[config.mk]
export PLATFORM = sky130hd
export DESIGN_NAME = divider_8_requester
export DESIGN_NICKNAME = d
export VERILOG_FILES = /design/src/rtl/divider_8_pkg.sv /design/src/rtl/divider_8_watchdog.sv /design/src/rtl/divider_8_requester.sv
export SDC_FILE = /design/constraint.sdc
export NUM_CORES = 1
export LEC_CHECK = 0
export ABC_AREA = 1
export CELL_PAD_IN_SITES_DETAIL_PLACEMENT = 0
export CELL_PAD_IN_SITES_GLOBAL_PLACEMENT = 1
export CORE_UTILIZATION = 37
export DETAILED_ROUTE_END_ITERATION = 16
export PLACE_DENSITY = 0.86
export SLEW_MARGIN = 20
export SYNTH_ARGS = -nofsm -noshare
export SYNTH_HDL_FRONTEND = slang
export SYNTH_SLANG_ARGS = --single-unit
[constraint.sdc]
create_clock -name ClkPort -period 2.6 [get_ports ClkPort]
set_input_delay 0.52 -clock ClkPort [delete_from_list [all_inputs] [get_ports ClkPort]]
set_output_delay 0.52 -clock ClkPort [all_outputs]
set_load 0.02 [all_outputs]
[src/rtl/divider_8_pkg.sv]
// Shared types and constants for the divider_8 job sequencer.
package divider_8_pkg;

  localparam int unsigned DATA_W                 = 8;
  localparam int unsigned TIMEOUT_CYCLES_DEFAULT = 4096;
  localparam logic [DATA_W-1:0] DIV0_QUOTIENT    = 8'hFF;

  typedef enum logic [2:0] {
    IDLE,
    START,
    WAIT_DONE,
    ACK,
    RESP
  } req_state_e;

  typedef struct packed {
    logic [DATA_W-1:0] q;
    logic [DATA_W-1:0] r;
    logic              div0;
    logic              timeout;
  } rsp_t;

endpackage

[src/rtl/divider_8_watchdog.sv]
// Handshake watchdog: cycle counter with clear, enable and a terminal-count flag.
module divider_8_watchdog #(
  parameter int unsigned TIMEOUT_CYCLES = 4096
) (
  input  logic clk,
  input  logic rst_n,
  input  logic clr,
  input  logic en,
  output logic tc_c
);

  localparam int unsigned CNT_W = (TIMEOUT_CYCLES > 2) ? $clog2(TIMEOUT_CYCLES) : 1;
  localparam logic [CNT_W-1:0] TC_VAL = CNT_W'(TIMEOUT_CYCLES - 1);

  logic [CNT_W-1:0] cnt;

  always_ff @(posedge clk or negedge rst_n) begin
    if (!rst_n) begin
      cnt <= '0;
    end else if (clr) begin
      cnt <= '0;
    end else if (en) begin
      cnt <= cnt + CNT_W'(1);
    end
  end

  // Terminal count forces a state exit, so the counter never wraps.
  assign tc_c = en && (cnt == TC_VAL);

endmodule

[src/rtl/divider_8_requester.sv]
// Job sequencer driving the divider's Start/Done/Ack handshake from a
// valid/ready request port and returning results on a valid/ready response port.
module divider_8_requester
  import divider_8_pkg::*;
#(
  parameter int unsigned TIMEOUT_CYCLES = TIMEOUT_CYCLES_DEFAULT
) (
  input  logic              ClkPort,
  input  logic              Reset_n,
  input  logic              req_valid,
  output logic              req_ready,
  input  logic [DATA_W-1:0] req_x,
  input  logic [DATA_W-1:0] req_y,
  output logic              rsp_valid,
  input  logic              rsp_ready,
  output logic [DATA_W-1:0] rsp_q,
  output logic [DATA_W-1:0] rsp_r,
  output logic              rsp_div0,
  output logic              rsp_timeout,
  output logic [DATA_W-1:0] Xin,
  output logic [DATA_W-1:0] Yin,
  output logic              Start,
  output logic              Ack,
  input  logic              Done,
  input  logic              Qi,
  input  logic              Qc,
  input  logic              Qd,
  input  logic [DATA_W-1:0] Quotient,
  input  logic [DATA_W-1:0] Remainder
);

  req_state_e        state, state_n;
  rsp_t              rsp, rsp_n;
  logic [DATA_W-1:0] xin_n, yin_n;
  logic              wd_clr, wd_en, wd_tc_c;
  logic              done_ok, abort;

  // A done sample only counts when the divider reports a clean Qd state.
  assign done_ok = Done && Qd && !Qi && !Qc;
  assign wd_en   = (state == START) || (state == WAIT_DONE) || (state == ACK);
  assign wd_clr  = (state_n != state);

  divider_8_watchdog #(
    .TIMEOUT_CYCLES(TIMEOUT_CYCLES)
  ) u_watchdog (
    .clk  (ClkPort),
    .rst_n(Reset_n),
    .clr  (wd_clr),
    .en   (wd_en),
    .tc_c (wd_tc_c)
  );

  // Next-state, operand and response computation.
  always_comb begin
    state_n = state;
    rsp_n   = rsp;
    xin_n   = Xin;
    yin_n   = Yin;
    abort   = 1'b0;
    case (state)
      IDLE: begin
        if (req_valid && req_ready) begin
          xin_n = req_x;
          yin_n = req_y;
          rsp_n = '0;
          if (req_y == '0) begin
            state_n    = RESP;
            rsp_n.div0 = 1'b1;
            rsp_n.q    = DIV0_QUOTIENT;
            rsp_n.r    = req_x;
          end else begin
            state_n = START;
          end
        end
      end
      START: begin
        if (!Qi)          state_n = WAIT_DONE;
        else if (wd_tc_c) abort   = 1'b1;
      end
      WAIT_DONE: begin
        if (done_ok) begin
          state_n = ACK;
          rsp_n.q = Quotient;
          rsp_n.r = Remainder;
        end else if (wd_tc_c) begin
          abort = 1'b1;
        end
      end
      ACK: begin
        if (Qi)           state_n = RESP;
        else if (wd_tc_c) abort   = 1'b1;
      end
      RESP: begin
        if (rsp_ready) state_n = IDLE;
      end
      default: state_n = IDLE;
    endcase
    if (abort) begin
      state_n       = RESP;
      rsp_n         = '0;
      rsp_n.timeout = 1'b1;
    end
  end

  // State and all outputs registered; handshake outputs follow the next state.
  always_ff @(posedge ClkPort or negedge Reset_n) begin
    if (!Reset_n) begin
      state     <= IDLE;
      rsp       <= '0;
      Xin       <= '0;
      Yin       <= '0;
      Start     <= 1'b0;
      Ack       <= 1'b0;
      rsp_valid <= 1'b0;
      req_ready <= 1'b0;
    end else begin
      state     <= state_n;
      rsp       <= rsp_n;
      Xin       <= xin_n;
      Yin       <= yin_n;
      Start     <= (state_n == START);
      Ack       <= (state_n == ACK);
      rsp_valid <= (state_n == RESP);
      req_ready <= (state_n == IDLE) && Qi;
    end
  end

  assign rsp_q       = rsp.q;
  assign rsp_r       = rsp.r;
  assign rsp_div0    = rsp.div0;
  assign rsp_timeout = rsp.timeout;

endmodule

Word level (Yosys, flattened, before mapping):

Index checks and enable logic that the tools add are counted.

* flip-flop bits (word level): 53
* latch bits: 0
* memory bits (writable): 0
* ROM bits: 0
* input bits: 40
* output and inout bits: 38
* word-level logic and storage cells: 65
* memories kept: 0

* $add $sub $neg: 1
* multiply operators: 0
* divide/modulo/power cells: 0
* $lt $le $gt $ge: 0
* equal/unequal tests: 11
* shift operators: 0
* multiplexer cells: 21
* bitwise gates (word level): 0
* reductions and logical operators: 20

Operator list (count)
* 18-bit two-way mux: 2
* 16-bit one-hot mux with 2 select lines: 1
* 12-bit two-way mux: 2
* 3-bit two-way mux: 7
* 17-bit two-way mux: 1
* 16-bit two-way mux: 1
* 3-bit one-hot mux with 5 select lines: 1
* 12-bit by 1-bit adder with 12-bit output (second input constant): 1
* 12-bit == test (second input constant): 1
* 3-bit by 2-bit == test with 1-bit output (second input constant): 3
* 8-bit logical NOT: 1
* 3-bit by 1-bit == test with 1-bit output (second input constant): 2
* 3-bit == test (second input constant): 2
* 1-bit logical AND: 6
* 3-bit logical NOT: 2
* 3-bit inequality test (second input constant): 2
* 2-bit nonzero test: 3
* 1-bit two-way mux: 4
* 2-bit AND reduction: 2
* 3-bit inequality test: 1
* 1-bit one-hot mux with 3 select lines: 1
* 3-bit AND reduction: 1
* 3-bit nonzero test: 1
* 1-bit logical NOT: 2
* other kinds (2): 3

Logic depth before layout (Yosys ltp):

* depth in word-level cells: 10
* depth in mapped cells: 13
* mapped depth without buffers: 12

By module:

Synthesis repeated with hierarchy kept, for this count alone.

* cells, all modules: 318
* area, all modules: 2651.3 um^2

By module, submodules not included
* divider_8_requester: instances 1, cells an instance 229, area each 1948.1 um^2, sequential area each 1026.0 um^2
* divider_8_watchdog: instances 1, cells an instance 89, area each 703.2 um^2, sequential area each 300.3 um^2

Worst setup path before layout:

OpenSTA, ideal clock, no wires.

* path type: flip-flop to flip-flop
* from: register state[1]
* to: register u_watchdog.cnt[4]
* arrival: 1.531 ns
* setup slack: 0.948 ns
* cell stages (with the launch flop): 12
* path buffers: 1
* period minus slack after synthesis: 1.652 ns
* path through: dfrtp_1 nor2_2 nand2_1 nor2_4 nand2_1 nand2_1 nand3_2 nand2_1 nand2_1 nand2_2 buf_6 nor2_2

* word-level cells in the longest chain between the ends: 10
* elaborated cells on any way between the ends: 23

RTL lines
* start, declared: line divider_8_requester.sv:32 `req_state_e state, state_n;`
* start signal, assigned: line divider_8_requester.sv:117 `state <= state_n;`
* 3-bit by 1-bit == test with 1-bit output or 3-bit by 2-bit == test with 1-bit output (tied branches): line divider_8_requester.sv:40, divider_8_requester.sv:60
* 1-bit logical OR (2 in a row): line divider_8_requester.sv:40 `assign wd_en = (state == START) || (state == WAIT_DONE) || (state == ACK);`
* 1-bit logical AND: line divider_8_watchdog.sv:28 `assign tc_c = en && (cnt == TC_VAL);`
* 1-bit two-way mux: line divider_8_requester.sv:78, divider_8_requester.sv:85, divider_8_requester.sv:91
* 1-bit two-way mux (on tied branches): line divider_8_requester.sv:90, divider_8_requester.sv:77, divider_8_requester.sv:81
* 1-bit one-hot mux with 3 select lines: line divider_8_requester.sv:60 `case (state)`
* 3-bit two-way mux: line divider_8_requester.sv:98 `if (abort) begin`
* 3-bit inequality test: line divider_8_requester.sv:41 `assign wd_clr = (state_n != state);`
* 12-bit two-way mux or 2-bit nonzero test (tied branches)
* end signal, assigned: line divider_8_watchdog.sv:23 `cnt <= cnt + CNT_W'(1);`
* end, declared: line divider_8_watchdog.sv:15 `logic [CNT_W-1:0] cnt;`

Parallel ways exist; a longest one is shown, timed or not.
A chain may end at the register's enable or synchronous reset.

Worst setup path after layout:

* from: register state[2]
* to: register u_watchdog.cnt[1]

The elaborated chain is that of the path after synthesis.

==> impl_metrics.sql <==
INSERT INTO impl_metrics (metric_group, metric, value, unit) VALUES
('run_status', 'outcome', 'finished clean', ''),
('global_routing', 'grtUsageTotal', '17.9', '%'),
('cells_and_area', 'inserted_diodes', '0', ''),
('worst_setup_path', 'crit_required', '2.79', 'ns'),
('clocking', 'clock_sinks', '53', ''),
('floorplanning', 'pin_count', '78', ''),
('route', 'detailedRoute.firstIterationViolations', '122', ''),
('clocking', 'cts.htree.levels', '2', ''),
('route', 'post_detailed_routing_wire_length', '6140', 'µm'),
('synthesis', 'synthCells', '311', ''),
('route', 'antenna_left', '0', ''),
('synthesis', 'ys.warnings.count', '0', ''),
('cells_and_area', 'nNetsFinal', '434', ''),
('global_routing', 'grt_antenna_before_repair', '0', ''),
('synthesis', 'syn-num-nets', '352', ''),
('placement', 'place.port_buffers', '77', ''),
('pwr', 'power.internal', '0.00203', 'W'),
('sta', 'fmax', '494', 'MHz'),
('floorplanning', 'fp-row-count', '30', ''),
('pwr', 'irDropWorstVdd', '0.000548', 'V'),
('route', 'dr_total_vias', '2255', ''),
('synthesis', 'synth.yosys.seq_area_share', '51.1', '%'),
('clocking', 'cts_setup_buffers', '0', ''),
('cells_and_area', 'layout-drive-gt1-share', '14.5', '%'),
('clocking', 'cell_chosen_for_the_clock_root', 'sky130_fd_sc_hd__clkbuf_8', ''),
('clocking', 'hold_buffers', '0', ''),
('run', 'max-cap-violations', '0', ''),
('floorplanning', 'die-height', '85.7', 'µm'),
('route', 'dr.pass1.iters', '5', ''),
('route', 'routed_via_density', '4.60', ''),
('clocking', 'tritoncts', 'yes', ''),
('clocking', 'cts_max_path_buffers', '2', ''),
('hold_path', 'min_path_type', 'primary input to asynchronous set/reset pin', ''),
('sta', 'setup_viol', '0', ''),
('global_routing', 'first_global_vias', '2174', ''),
('synthesis', 'post_synthesis_cell_area', '2590', 'µm²'),
('pwr', 'pwr-share-seq', '35.0', '%'),
('synthesis', 'syn_avg_cell_area', '8.34', 'µm²'),
('global_routing', 'grt_start_max_net_pins', '29', ''),
('sta', 'timing.clock.skew', '0.0104', 'ns'),
('clocking', 'numCtsBuffers', '5', ''),
('synthesis', 'synth_seq_cells', '53', ''),
('global_routing', 'grt_pass1_wl', '10300', 'µm'),
('worst_setup_path', 'r2r_start', 'state[2]$_DFF_PN0_', ''),
('worst_setup_path', 'flop2flop_setup_slack', '0.57', 'ns'),
('sta', 'slew_viol_final', '0', ''),
('sta', 'final.min_clock_period', '2.03', 'ns'),
('floorplanning', 'die_boundary_width', '85.7', 'µm'),
('clocking', 'worstSkewPairLatency', '0.31', 'ns'),
('worst_setup_path', 'worst_setup_path_start_kind', 'register', ''),
('clocking', 'postCtsResizedCells', '0', ''),
('worst_setup_path', 'critPathMaxFanout', '17', ''),
('placement', 'gp_routability_congestion', '0.776', ''),
('sta', 'report.final.hold_viol_count', '0', ''),
('worst_setup_path', 'setup.worst_path.end_class', 'register', ''),
('sta', 'grt_setup_unrepaired', 'false', ''),
('clocking', 'clkSlewWorstSetupHoldPaths', '0.11', 'ns'),
('cells_and_area', 'multi_input_comb_area', '1130', 'µm²'),
('sta', 'timing_worst_slew_pin_value', '0.612', 'ns'),
('worst_setup_path', 'worst-endpoint-arrival', '2.21', 'ns'),
('pwr', 'power_frac_clock', '13.6', '%'),
('pwr', 'pwr-share-comb', '51.5', '%'),
('floorplanning', 'start_util', '38.2', '%'),
('floorplanning', 'placeable_area', '6790', 'µm²'),
('route', 'routedWlPerCell', '12.5', 'µm'),
('pwr', 'power_leakage', '1.66', 'nW'),
('sta', 'final_cycle_utilization_of_the_critical_path', '77.9', '%'),
('placement', 'dp.final_hpwl', '4710', 'µm'),
('worst_setup_path', 'crit_type', 'register to register', ''),
('pwr', 'switchingPower', '0.00152', 'W'),
('pwr', 'p_total', '0.00355', 'W');
## state kept, by name, indices dropped and copies added, names as in the netlist, 3 cells and up
signal          cells
u_watchdog.cnt     12
Xin                 8
Yin                 8
rsp_q               8
rsp_r               8
state               3
## logic make-up (layout without fill, tap and decap cells)
group / after synthesis / count (layout) / synth area share (%)
fa+ha+maj: 1 / 1 / 0.482
simple gates: 190 / 190 / 33.9
flops: 53 / 53 / 51.1
compound gates: 25 / 25 / 5.89
xor+xnor: 10 / 10 / 3.38
buf+inv: 32 / 115 / 5.26
## stage by stage
stage	util, %	instance area, µm²	hold slack (ns)	setup slack [ns]	std cells
after global routing	52.9	3590	0.227	0.334	490
after floorplan	-	2590	0.224	0.948	311
final	52.9	3590	0.209	0.574	490
after global placement	51.5	3500	0.455	0.340	482
after CTS	52.9	3590	0.220	0.515	490
after detailed placement	51.5	3500	0.458	0.276	482
## routing by layer
layer  part of all wire, %  vias up  GRT usage [%]
met5                     0        -              0
met4                  0.88        0           5.00
met3                   3.5        7           4.14
met2                    49       53           29.8
met1                    47     1042           23.3
li1                      -     1153              -
## power groups by stage
stage	Sequential [W]	Clock [W]	Combinational, W
2_1_floorplan	0.00152	0	0.000880
3_3_place_gp	0.00125	0	0.00184
3_5_place_dp	0.00126	0	0.00186
4_1_cts	0.00125	0.000501	0.00186
5_1_grt	0.00128	0.000538	0.00202
6_report	0.00124	0.000482	0.00183
## cell type report
type,count,area share [%]
flip-flops and latches,53,36.9
repair buffers,85,23.3
clock inverters,3,0.731
clock buffers,5,1.92
inverters,22,2.30
well taps,96,3.34
multi-input cells,226,31.5
## how the worst max path moves through the flow
stage,slack (ns),cells after the start,start,to
CTS,0.52,12,state[2]$_DFF_PN0_,u_watchdog.cnt[0]$_DFFE_PN0P_
global placement,0.34,13,Qi,u_watchdog.cnt[0]$_DFFE_PN0P_
global route,0.33,12,state[2]$_DFF_PN0_,u_watchdog.cnt[1]$_DFFE_PN0P_
detailed placement,0.28,13,Qi,u_watchdog.cnt[0]$_DFFE_PN0P_
finish,0.57,12,state[2]$_DFF_PN0_,u_watchdog.cnt[1]$_DFFE_PN0P_
floorplan,0.95,11,state[1]$_DFF_PN0_,u_watchdog.cnt[4]$_DFFE_PN0P_
## worst max-delay path, stage by stage, from the launching register on
cell	delay, ns
sky130_fd_sc_hd__dfrtp_1	0.47
sky130_fd_sc_hd__inv_2	0.16
sky130_fd_sc_hd__nand3_4	0.19
sky130_fd_sc_hd__inv_2	0.23
sky130_fd_sc_hd__nand2_2	0.07
sky130_fd_sc_hd__nand2_2	0.10
sky130_fd_sc_hd__nand2_4	0.09
sky130_fd_sc_hd__nand2_2	0.08
sky130_fd_sc_hd__nand2_1	0.05
sky130_fd_sc_hd__nand2_1	0.07
sky130_fd_sc_hd__nor2_2	0.04
sky130_fd_sc_hd__nand2_2	0.27
sky130_fd_sc_hd__nor2_1	0.07
## cells in the mapped netlist
cell type	n	share of area, %
sky130_fd_sc_hd__nand2_1	97	14
sky130_fd_sc_hd__dfrtp_1	53	51
sky130_fd_sc_hd__nand3_1	27	5.2
sky130_fd_sc_hd__nor2_1	26	3.8
sky130_fd_sc_hd__inv_1	20	2.9
sky130_fd_sc_hd__nor2_2	14	3.4
sky130_fd_sc_hd__a21oi_1	8	1.5
sky130_fd_sc_hd__o21ai_0	8	1.5
sky130_fd_sc_hd__xor2_1	8	2.7
sky130_fd_sc_hd__nand2_2	7	1.7
sky130_fd_sc_hd__or2_2	7	1.7
sky130_fd_sc_hd__buf_2	4	0.77
sky130_fd_sc_hd__clkbuf_1	4	0.58
sky130_fd_sc_hd__a31o_2	3	1.0
sky130_fd_sc_hd__nor2_4	3	1.3
sky130_fd_sc_hd__nor3_1	3	0.58
sky130_fd_sc_hd__o31ai_1	3	0.87
sky130_fd_sc_hd__inv_2	2	0.29
sky130_fd_sc_hd__nand4_1	2	0.48
sky130_fd_sc_hd__xnor2_1	2	0.68
sky130_fd_sc_hd__a21oi_2	1	0.34
sky130_fd_sc_hd__a31oi_1	1	0.24
sky130_fd_sc_hd__buf_4	1	0.29
sky130_fd_sc_hd__buf_6	1	0.43
sky130_fd_sc_hd__ha_1	1	0.48
sky130_fd_sc_hd__nand2_4	1	0.43
sky130_fd_sc_hd__nand3_2	1	0.39
sky130_fd_sc_hd__nand3_4	1	0.68
sky130_fd_sc_hd__nor4_1	1	0.24
sky130_fd_sc_hd__o41ai_1	1	0.34
(Power assumes the default switching activity.)
